===== src/rtl/majo_pkg.sv =====
// Shared types and constants for the majo_seq ballot sequencer.
package majo_pkg;

  localparam int unsigned NUM_VOTERS = 3;
  localparam int unsigned TMO_W      = 16;

  typedef enum logic [1:0] {
    StIdle,
    StCollect,
    StResult
  } state_e;

endpackage


===== src/rtl/majo_vote.sv =====
// Combinational bitwise 3-input majority with unanimity compare.
module majo_vote #(
  parameter int unsigned VOTE_W = 8
) (
  input  logic [VOTE_W-1:0] a,
  input  logic [VOTE_W-1:0] b,
  input  logic [VOTE_W-1:0] c,
  output logic [VOTE_W-1:0] maj,
  output logic              unanimous
);

  assign maj       = (a & b) | (a & c) | (b & c);
  assign unanimous = (a == b) && (b == c);

endmodule


===== src/rtl/majo_seq.sv =====
// Ballot sequencer: collects three ballots, presents registered majority downstream.
// Optional timeout forcing a partial result is enabled by the VOTE_TIMEOUT_EN macro.
module majo_seq
  import majo_pkg::*;
#(
  parameter int unsigned VOTE_W      = 8,
  parameter int unsigned TIMEOUT_CYC = 16
) (
  input  logic                         clk,
  input  logic                         rst,
  input  logic [NUM_VOTERS-1:0]        in_valid,
  input  logic [NUM_VOTERS*VOTE_W-1:0] in_data,
  output logic [NUM_VOTERS-1:0]        in_ready,
  output logic                         out_valid,
  input  logic                         out_ready,
  output logic [VOTE_W-1:0]            out_data,
  output logic                         out_unanimous,
  output logic [NUM_VOTERS-1:0]        out_dissent,
  output logic                         out_partial
);

  state_e                                state_q;
  logic [NUM_VOTERS-1:0]                 have_q, have_d, capture;
  logic [NUM_VOTERS-1:0][VOTE_W-1:0]     slot_q, slot_d, ballot;
  logic [NUM_VOTERS-1:0]                 dissent_d;
  logic [VOTE_W-1:0]                     maj;
  logic                                  unanimous;
  logic                                  tmo_fire;
  logic                                  go_result;

  assign in_ready = (state_q == StResult) ? '0 : ~have_q;

  // Vote is taken on the post-edge slot contents so the result registers on the capture edge.
  always_comb begin
    capture = in_valid & in_ready;
    have_d  = have_q | capture;
    slot_d  = slot_q;
    ballot  = '0;
    for (int unsigned i = 0; i < NUM_VOTERS; i++) begin
      if (capture[i]) slot_d[i] = in_data[i*VOTE_W +: VOTE_W];
      if (have_d[i])  ballot[i] = slot_d[i];
    end
  end

  majo_vote #(
    .VOTE_W (VOTE_W)
  ) u_vote (
    .a         (ballot[0]),
    .b         (ballot[1]),
    .c         (ballot[2]),
    .maj       (maj),
    .unanimous (unanimous)
  );

  always_comb begin
    dissent_d = '0;
    for (int unsigned i = 0; i < NUM_VOTERS; i++) begin
      dissent_d[i] = ~have_d[i] | (ballot[i] != maj);
    end
  end

`ifdef VOTE_TIMEOUT_EN
  logic [TMO_W-1:0] cnt_q;
  // A completing ballot in the firing cycle suppresses the timeout.
  assign tmo_fire = (state_q == StCollect) && (cnt_q == TMO_W'(TIMEOUT_CYC - 1)) &&
                    (have_d != '1);
`else
  logic unused_tmo;
  assign unused_tmo = ^TIMEOUT_CYC;
  assign tmo_fire   = 1'b0;
`endif

  assign go_result = (state_q != StResult) && ((&have_d) || tmo_fire);

  always_ff @(posedge clk) begin
    if (rst) begin
      state_q       <= StIdle;
      have_q        <= '0;
      slot_q        <= '0;
      out_valid     <= 1'b0;
      out_data      <= '0;
      out_unanimous <= 1'b0;
      out_dissent   <= '0;
      out_partial   <= 1'b0;
`ifdef VOTE_TIMEOUT_EN
      cnt_q         <= '0;
`endif
    end else begin
      unique case (state_q)
        StIdle, StCollect: begin
          have_q <= have_d;
          slot_q <= slot_d;
          if (go_result) begin
            state_q       <= StResult;
            out_valid     <= 1'b1;
            out_data      <= maj;
            out_unanimous <= unanimous;
            out_dissent   <= dissent_d;
            out_partial   <= tmo_fire;
          end else if (|have_d) begin
            state_q <= StCollect;
          end
        end
        StResult: begin
          if (out_ready) begin
            state_q   <= StIdle;
            have_q    <= '0;
            out_valid <= 1'b0;
          end
        end
        default: state_q <= StIdle;
      endcase
`ifdef VOTE_TIMEOUT_EN
      if (state_q == StIdle && |capture) begin
        cnt_q <= '0;
      end else if (state_q == StCollect) begin
        cnt_q <= cnt_q + 1'b1;
      end
`endif
    end
  end

endmodule


===== config.mk =====
export PLATFORM = sky130hd
export DESIGN_NAME = majo_seq
export DESIGN_NICKNAME = d
export VERILOG_FILES = /design/src/rtl/majo_pkg.sv /design/src/rtl/majo_vote.sv /design/src/rtl/majo_seq.sv
export SDC_FILE = /design/constraint.sdc
export NUM_CORES = 1
export LEC_CHECK = 0
export CAP_MARGIN = 20
export CORE_UTILIZATION = 57
export CTS_CLUSTER_DIAMETER = 80
export DETAILED_ROUTE_END_ITERATION = 10
export PLACE_DENSITY = 0.9
export SETUP_SLACK_MARGIN = 0.4
export SLEW_MARGIN = 10
export SYNTH_ARGS = -nofsm -noshare
export SYNTH_HDL_FRONTEND = slang
export SYNTH_SLANG_ARGS = --single-unit

===== constraint.sdc =====
create_clock -name clk -period 5 [get_ports clk]
set_input_delay 1.5 -clock clk [delete_from_list [all_inputs] [get_ports clk]]
set_output_delay 1.5 -clock clk [all_outputs]
set_load 0.05 [all_outputs]

==> results.md, run 1 <==
- Status: complete, no violations
- Synth Area in XOR/XNOR: 0
- Grt met2 use: 0.462
- DP Cell Count: 408
- Crit path DAT: 3820 ps
- Syn Std Cell Area: 2670 um2
- Buffers inserted by post-CTS timing repair: 0
- Final Hold Violating Endpoints: 0
- Ports: 47
- Simple-gate share of the synthesized area: 0.264
- Crit Path Category: in2reg
- R2R Setup Slk: 2330 ps
- Vias per cell: 6.35
- Worst r2r dst: out_dissent[1]
- CTS hold repair buffers: 0
- Slew Viols, Final: 0
- Die W: 70.4 um
- Num rows: 24
- Leak Pwr: 0.00111 uW
- Total Routing Usage GR: 0.275
- Routed len/inst: 15.9 um
- Final number of setup-violating endpoints: 0
- Worst Hold End: out_valid
- Clock Latency Late Sink: 290 ps
- Yosys cell types: 40
- Hpwl dp: 4770 um
- DRT antenna net count: 0
- Mux cell area share after synthesis: 0.0901
- Root Driver: clkbuf_8
- Worst-path fanout max: 17
- # fillers: 353
- Placer Congestion: 0.873
- Clock Skew: 4.11 ps
- CP required: 5220 ps
- Top_reg_cell synth: dfxtp_1
- Syn Nets: 364
- # diodes: 0
- Hold Startpoint: out_valid
- Number of port buffers: 45
- Commonest cells after routing, fill and taps aside: 57 x nor2_1, 45 x clkdlybuf4s50_1, 42 x dfxtp_1, 31 x a21oi_1, 30 x nor2b_1
- Clock buffer depth: 2
- 1st-iter DRT viols: 221
- Most common cell after layout, fill and taps aside: nor2_1
- Fmax: 0.277 GHz
- Synth Area in Compound Gates: 0.277
- Hold Path Stages: 2
- RSZ-0062 raised after global routing: no
- Pin count of the biggest net entering global routing: 39
- DRC violations left: 0
- Syn avg cell area: 7.98 um2
- Gr busiest metal: met2
- Core area: 4410 um2
- CP endpoint kind: flip-flop
- Post-synth EDFFs: 0
- Share of flip-flops with an asynchronous set or reset: 0
- Fin crit period: 3600 ps
- TritonCTS buffer count: 5
- Area delta synth->final: 18.7%
- Layout cells sized above 1: 0.0577
- Global Route met1 Usage: 0.352
- Drt first pass iters: 5
- Full die area: 4960 um2
- Starting Density: 0.604
- Final net count: 393
- Largest family of logic cells by synthesized area: compound AO/OA/AOI/OAI gates
- RR Startpoint: state_q[1]
- PD cells: 314 nW/um2
- CTS tree: built
- Max-slew headroom: 0.335
- VDD IR max: 207 uV
- CTS resizes: 0
- First-pass GRT wire length: 10900 um
- Max cap viols: 0
- Drt total wl: 6600 um
- Hold WC Path Type: reg2reg
- Number of global-route vias before repair: 2378
- Tightest Pin Transition: 996 ps
- TNS Setup: 0 ps
- Gate Count Post-Synth: 334
- Vias post-DR: 2643
- R2R depth: 6
- Chip Height: 70.4 um
- CTS sink cnt: 42
- Initial antenna violation count: 0
- Remaining Overflow, GRT: 0
- GR met3 Demand/Resource: 0.0418
- Synth warn: 0
- Finished Layout Cells: 416
- Adder-Cell Fraction of Synth Area: 0
- Clock-pin slew on the worst setup and hold paths: 80 ps
- Sequential share of the synthesized area: 0.315
- Crit share post-route: 0.721
- H-tree depth: 2
- Crit start category: primary input
- FF+latch count, synth: 42
## logic make-up after synthesis
family / after synthesis
simple gates: 142
flops: 42
other cells: 1
mux: 24
compound gates: 100
buf+inv: 25
## worst max path at each step
stage	cells past startpoint	to	start	slack [ps]
floorplan	7	out_unanimous	in_valid[2]	2030
global placement	6	out_unanimous	in_valid[2]	1230
detailed placement	6	out_unanimous	in_valid[2]	1140
CTS	2	in_ready[2]	have_q[2]	1420
global route	2	in_ready[2]	have_q[2]	1260
finish	6	out_unanimous	in_valid[2]	1400
## through the flow
stage / hold WS (ps) / total power [uW] / utilization / worst slack [ps] / cell area (um2)
2_1_floorplan: 461 / 641 / - / 2030 / 2670
3_3_place_gp: 474 / 720 / 0.692 / 1230 / 3060
3_5_place_dp: 475 / 731 / 0.692 / 1140 / 3060
4_1_cts: 489 / 994 / 0.717 / 1420 / 3170
5_1_grt: 501 / 1040 / 0.717 / 1260 / 3170
6_report: 487 / 994 / 0.717 / 1400 / 3170
## synth_stat cells, types with 3 or more instances
cell / number / share of area
mux2i_1: 24 / 0.090
or3_1: 5 / 0.012
a211oi_1: 7 / 0.020
clkbuf_1: 10 / 0.014
buf_2: 6 / 0.011
dfxtp_1: 42 / 0.32
nor3_1: 6 / 0.011
o22ai_1: 4 / 0.0094
a32o_1: 10 / 0.038
buf_6: 4 / 0.017
a21oi_1: 31 / 0.058
nand2b_1: 5 / 0.012
nand2_1: 10 / 0.014
nor2b_1: 30 / 0.070
a311oi_1: 3 / 0.0099
nand3_1: 17 / 0.032
or2_2: 3 / 0.0070
a32oi_2: 3 / 0.018
nor2_1: 57 / 0.080
o31ai_1: 3 / 0.0084
o21ai_0: 9 / 0.017
nor4_1: 4 / 0.0094
a32oi_1: 21 / 0.069
## layer usage
| metal | vias up | part of all wire |
|---|---|---|
| met5 | - | 0 |
| met4 | 0 | 0.023 |
| met3 | 16 | 0.049 |
| met2 | 80 | 0.50 |
| met1 | 1248 | 0.43 |
| li1 | 1299 | - |
## critical path, cell delays in order
cell and delay [ps]:
clkdlybuf4s50_1 870, a21oi_1 150, or2_4 300, or3_1 490, a211o_1 280, o31ai_2 220
## state kept, by name (all words and copies together), names as in the netlist
| register | cells |
|---|---|
| out_dissent | 3 |
| slot_q | 24 |
| out_data | 8 |
| state_q | 2 |
| out_valid | 1 |
| out_unanimous | 1 |
| have_q | 3 |
## power by group
part / total [uW] / leakage (uW) / internal, uW / switching [uW]
Clock: 266 / 0.0000579 / 147 / 119
Sequential: 396 / 0.000346 / 364 / 31.9
Combinational: 331 / 0.000708 / 133 / 198
## area by class of cell
cell class                 count  area [um2]  share of cell area
clock buffer                   5        68.8              0.0217
clock inverter                 3        40.0              0.0126
multi-input combinational    267        1690               0.532
sequential                    42         841               0.266
tap                           52        65.1              0.0206
timing repair buffer          47         465               0.147
No activity file was read; power rests on OpenSTA's default activity.
==> run 2: changes to the inputs <==
--- a/config.mk
+++ b/config.mk
@@ -6,10 +6,10 @@
 export NUM_CORES = 1
 export LEC_CHECK = 0
 export CAP_MARGIN = 20
-export CORE_UTILIZATION = 57
+export CORE_UTILIZATION = 53
 export CTS_CLUSTER_DIAMETER = 80
 export DETAILED_ROUTE_END_ITERATION = 10
-export PLACE_DENSITY = 0.9
+export PLACE_DENSITY = 0.85
 export SETUP_SLACK_MARGIN = 0.4
 export SLEW_MARGIN = 10
 export SYNTH_ARGS = -nofsm -noshare
==> constraint.sdc (replaced) <==
create_clock -name clk -period 3.46 [get_ports clk]
set_input_delay 1.038 -clock clk [delete_from_list [all_inputs] [get_ports clk]]
set_output_delay 1.038 -clock clk [all_outputs]
set_load 0.05 [all_outputs]
==> results.md, run 2 (synthesis results as in run 1) <==
- Clock power frac: 0.266 (was 0.268)
- Placer Congestion: 0.896 (was 0.873)
- Number of global-route vias before repair: 2411 (was 2378)
- Crit share post-route: 0.862
- Core area: 4790 um2 (was 4410 um2)
- Max-slew headroom: 0.468 (was 0.335)
- Fin util: 0.683 (was 0.717)
- Remaining Overflow, GRT: 0 (unchanged)
- Slowest-stage cell, CP: clkdlybuf4s50_1 (unchanged)
- Drt total wl: 6860 um (was 6600 um)
- Gr busiest metal: met2 (unchanged)
- Clock-pin slew on the worst setup and hold paths: 80 ps (about the same)
- Num rows: 25 (was 24)
- DRT antenna net count: 0 (unchanged)
- Final net count: 403 (was 393)
- PD cells: 444 nW/um2 (was 314 nW/um2)
- Drt first pass iters: 4 (was 5)
- Commonest cells after routing, fill and taps aside: 57 x nor2_1, 45 x clkdlybuf4s50_1, 42 x dfxtp_1, 31 x a21oi_1, 30 x nor2b_1 (unchanged)
- Leak Pwr: 0.00116 uW (was 0.00111 uW)
- Finished Layout Cells: 441 (was 416)
- Crit path DAT: 3200 ps (was 3820 ps)
- # fillers: 434 (was 353)
- Switching Power: 510 uW (was 349 uW)
- Hold WC Path Type: reg2reg (unchanged)
- Starting Density: 0.557 (was 0.604)
- 1st-iter DRT viols: 150 (was 221)
- Worst-path fanout max: 12 (was 17)
- Hold slack: 482 ps (was 487 ps)
- Grt met2 use: 0.478 (was 0.462)
- DP Cell Count: 433 (was 408)
- First-pass GRT wire length: 11300 um (was 10900 um)
- Status: complete, no violations (unchanged)
- Global Route met1 Usage: 0.363 (was 0.352)
- Max stage delay on crit path: 800 ps (was 870 ps)
- Largest register FFs: 24 (unchanged)
- Worst-path cell chain: clkdlybuf4s50_1 > a32oi_1 > or3_1 > a211o_1 > o31ai_2 (was clkdlybuf4s50_1 > a21oi_1 > or2_4 > or3_1 > a211o_1 > o31ai_2)
- Internal power: 942 uW (was 644 uW)
- Top flop regs: slot_q: 24 flops, out_data: 8 flops (unchanged)
- CP required: 3670 ps (was 5220 ps)
- Pin count of the biggest net entering global routing: 39 (unchanged)
- Crit Path Category: in2reg (unchanged)
- CTS sink cnt: 42 (unchanged)
- Tightest Pin Transition: 799 ps (was 996 ps)
- Layout cells sized above 1: 0.0856 (was 0.0577)
- RSZ-0062 raised after global routing: yes (was no)
- Chip Height: 72.9 um (was 70.4 um)
- Crit start category: primary input (unchanged)
- Buffers inserted by post-CTS timing repair: 0 (unchanged)
- Ports: 47 (unchanged)
- Most common cell after layout, fill and taps aside: nor2_1 (unchanged)
- Switch share: 0.352 (about the same)
- Clock Latency Late Sink: 290 ps (about the same)
- Max cap viols: 0 (unchanged)
- Fmax: 0.335 GHz
- Crit-path leading delay family: compound AO/OA/AOI/OAI gates (was buffers and inverters)
- Number of port buffers: 45 (unchanged)
- Final Hold Violating Endpoints: 0 (unchanged)
- VDD IR max: 289 uV (was 207 uV)
- Initial antenna violation count: 0 (unchanged)
- CP endpoint kind: flip-flop (unchanged)
- DRC violations left: 0 (unchanged)
- TritonCTS buffer count: 5 (unchanged)
- Comb power frac: 0.353 (was 0.333)
- Area delta synth->final: 22.5% (was 18.7%)
- Fin crit period: 2980 ps
- Total Routing Usage GR: 0.279 (was 0.275)
- Root Driver: clkbuf_8 (unchanged)
- Hpwl dp: 5030 um (was 4770 um)
- Die W: 72.9 um (was 70.4 um)
- TNS Setup: 0 ps (unchanged)
- Final number of setup-violating endpoints: 0 (unchanged)
- Clock Skew: 5.33 ps (was 4.11 ps)
- Clock buffer depth: 2 (unchanged)
- H-tree depth: 2 (unchanged)
- Flop pwr share: 0.381 (was 0.399)
- Vias per cell: 5.94 (was 6.35)
- Largest Register: slot_q (unchanged)
- CTS tree: built (unchanged)
- Slew Viols, Final: 0 (unchanged)
- Vias post-DR: 2620 (was 2643)
- Full die area: 5320 um2 (was 4960 um2)
- GR met3 Demand/Resource: 0.0373 (was 0.0418)
- # diodes: 0 (unchanged)
- Buf/Inv on CP: 1 (unchanged)
- Routed len/inst: 15.5 um (was 15.9 um)
-- run 2: worst paths after layout --
path	start	endpoint	slack, ps	depth (start not counted)
max	in_valid[1]	out_unanimous	480	5
max reg2reg	state_q[1]	out_dissent[1]	800	5
min	out_valid	out_valid	480	2
min reg2reg	out_valid	out_valid	480	2
-- run 2: power groups by stage --
stage | logic, uW | clock network [uW] | registers (uW)
after floorplan | 307 | 0 | 620
after global placement | 500 | 0 | 561
after detailed placement | 508 | 0 | 564
after CTS | 510 | 392 | 552
final | 513 | 386 | 553
after global routing | 560 | 414 | 557
-- run 2: worst register-to-register path, stage by stage, from the launching register on --
cell and delay [ps]:
dfxtp_1 490, nand2b_2 510, a32oi_1 860, nor2_1 150, a221oi_1 390, a311oi_1 150
-- run 2: final cells by class --
class,count,area (um2),share of cell area
Multi-Input combinational cell,267,1690,0.518
Sequential cell,42,841,0.257
Timing Repair Buffer,57,541,0.165
Tap cell,67,83.8,0.0257
Clock buffer,5,68.8,0.0211
Clock inverter,3,40.0,0.0123
-- run 2: per-layer routing --
layer | up-vias | wire length, um
li1 | 1327 | -
met1 | 1211 | 3060
met2 | 72 | 3350
met3 | 10 | 361
met4 | 0 | 82
met5 | - | 0
-- run 2: metrics by stage --
step	power (uW)	setup slack, ps	instance area (um2)
after floorplan	927	947	2670
after global placement	1060	254	3150
after detailed placement	1070	214	3150
after CTS	1450	516	3260
after global routing	1530	364	3270
final	1450	479	3270
-- run 2: repair_timing --
item                       in CTS  in global routing
setup endpoints to repair       0                  3
gates resized for setup         0                  1
hold endpoints to repair        0                  0
hold buffers                    0                  0
==> run 3: changes to the inputs <==
--- a/config.mk
+++ b/config.mk
@@ -6,10 +6,12 @@
 export NUM_CORES = 1
 export LEC_CHECK = 0
 export CAP_MARGIN = 20
+export CORE_MARGIN = 1.5
 export CORE_UTILIZATION = 53
 export CTS_CLUSTER_DIAMETER = 80
 export DETAILED_ROUTE_END_ITERATION = 10
 export PLACE_DENSITY = 0.85
+export REMOVE_ABC_BUFFERS = 1
 export SETUP_SLACK_MARGIN = 0.4
 export SLEW_MARGIN = 10
 export SYNTH_ARGS = -nofsm -noshare
==> results.md, run 3 (synthesis results as in run 1) <==
- Buffers inserted by post-CTS timing repair: 0 (unchanged)
- Placed Area: 3160 um2 (was 3150 um2)
- Max-slew headroom: 0.465 (was 0.468)
- # diodes: 0 (unchanged)
- Drt first pass iters: 5 (was 4)
- RSZ-0062 raised after global routing: no (was yes)
- Met3 wire length: 397 um (was 361 um)
- H-tree depth: 2 (unchanged)
- DP Cell Count: 434 (was 433)
- # fillers: 415 (was 434)
- Clock Latency Late Sink: 300 ps (was 290 ps)
- Crit path DAT: 3240 ps (was 3200 ps)
- Clock buffer depth: 2 (unchanged)
- Routed len/inst: 15.2 um (was 15.5 um)
- Number of port buffers: 45 (unchanged)
- Area delta synth->final: 22.4% (was 22.5%)
- Hpwl dp: 4860 um (was 5030 um)
- PD cells: 429 nW/um2 (was 444 nW/um2)
- Status: complete, no violations (unchanged)
- Crit Path Category: in2reg (unchanged)
- TNS Setup: 0 ps (unchanged)
- CP endpoint kind: flip-flop (unchanged)
- Final instance area: 3260 um2 (was 3270 um2)
- 1st-iter DRT viols: 240 (was 150)
- Placer Congestion: 0.914 (was 0.896)
- Remaining Overflow, GRT: 0 (unchanged)
- Drt total wl: 6700 um (was 6860 um)
- TritonCTS buffer count: 5 (unchanged)
- Final Hold Violating Endpoints: 0 (unchanged)
- Most common cell after layout, fill and taps aside: nor2_1 (unchanged)
- Hold WC Path Type: reg2reg (unchanged)
- Ports: 47 (unchanged)
- Area occupied by multi-input gates: 1700 um2 (was 1690 um2)
- CTS hold repair buffers: 0 (unchanged)
- Total Routing Usage GR: 0.259 (was 0.279)
- Chip Height: 73.9 um (was 72.9 um)
- Crit path launch: in_valid[1] (unchanged)
- Clock-pin slew on the worst setup and hold paths: 80 ps (about the same)
- Crit share post-route: 0.871 (was 0.862)
- Number of global-route vias before repair: 2372 (was 2411)
- Num rows: 25 (unchanged)
- VDD IR max: 254 uV (was 289 uV)
- Top flop regs: slot_q: 24 flops, out_data: 8 flops (unchanged)
- Tightest Pin Transition: 802 ps (was 799 ps)
- Worst-path fanout max: 12 (unchanged)
- CTS sink cnt: 42 (unchanged)
- Die W: 73.9 um (was 72.9 um)
- Core area: 4790 um2 (unchanged)
- Largest register FFs: 24 (unchanged)
- Initial antenna violation count: 0 (unchanged)
- Starting Density: 0.557 (unchanged)
- First-pass GRT wire length: 11000 um (was 11300 um)
- Met2 wire len: 3080 um (was 3350 um)
- CP required: 3680 ps (was 3670 ps)
- CTS resizes: 0 (unchanged)
- Max cap viols: 0 (unchanged)
- Crit start category: primary input (unchanged)
- Met1 wire length: 3020 um (was 3060 um)
- Final net count: 404 (was 403)
- Hold Startpoint: out_valid (unchanged)
- Slew Viols, Final: 0 (unchanged)
- Commonest cells after routing, fill and taps aside: 57 x nor2_1, 45 x clkdlybuf4s50_1, 42 x dfxtp_1, 31 x a21oi_1, 30 x nor2b_1 (unchanged)
- Pin count of the biggest net entering global routing: 39 (unchanged)
- Final number of setup-violating endpoints: 0 (unchanged)
- Largest Register: slot_q (unchanged)
- Vias per cell: 6.12 (was 5.94)
- Finished Layout Cells: 442 (was 441)
- Root Driver: clkbuf_8 (unchanged)
- Fin crit period: 3010 ps (was 2980 ps)
- CTS tree: built (unchanged)
- Clock Skew: 5.70 ps (was 5.33 ps)
- Full die area: 5460 um2 (was 5320 um2)
- Fmax: 0.332 GHz (was 0.335 GHz)
- DRC violations left: 0 (unchanged)
- RR Startpoint: state_q[1] (unchanged)
- Flip-flop and latch area: 841 um2 (unchanged)
- DR top layer: met4 (unchanged)
- Layout cells sized above 1: 0.0880 (was 0.0856)
- Vias post-DR: 2705 (was 2620)
- DRT antenna net count: 0 (unchanged)
- Leak Pwr: 0.00116 uW (about the same)
## run 3: changes by cell type in the layout (fill, tap and decap cells not counted), sizes merged
| cell | delta |
|---|---|
| clkbuf | +2 |
| buf | +1 |
| bufinv | -1 |
| clkinv | -1 |
## run 3: worst paths after layout
path                                       end  cells past startpoint  slack, ps
worst max-delay path             out_unanimous                      5        450
worst min-delay path                 out_valid                      2        480
worst max register to register  out_dissent[0]                      6        800
worst min register to register       out_valid                      2        480
## run 3: layer usage
metal | track usage | vias to the layer above
li1 | - | 1330
met1 | 0.339 | 1249
met2 | 0.421 | 108
met3 | 0.0494 | 18
met4 | 0.0988 | 0
met5 | 0 | -
## run 3: final cells by class
cell class | count | area share
multi-input combinational | 267 | 0.521
clock inverter | 1 | 0.00153
tap | 67 | 0.0257
clock buffer | 7 | 0.0264
timing repair buffer | 58 | 0.168
sequential | 42 | 0.258
## run 3: worst max-delay path, cell delays in order
cell	delay, ps
clkdlybuf4s50_1	810
a32oi_1	390
or3_1	460
a211o_1	310
o31ai_2	220
## run 3: per-stage QoR
stage	worst slack (ps)	utilization	hold WS [ps]	total power [uW]
floorplan	1070	-	461	897
global route	387	0.682	483	1480
detailed placement	224	0.660	457	1070
global placement	283	0.660	476	1060
finish	447	0.682	476	1400
CTS	535	0.679	476	1400
## run 3: power by group
group          switching, uW  total, uW  internal [uW]
combinational            310        516            206
sequential              26.7        553            526
clock                    170        331            161
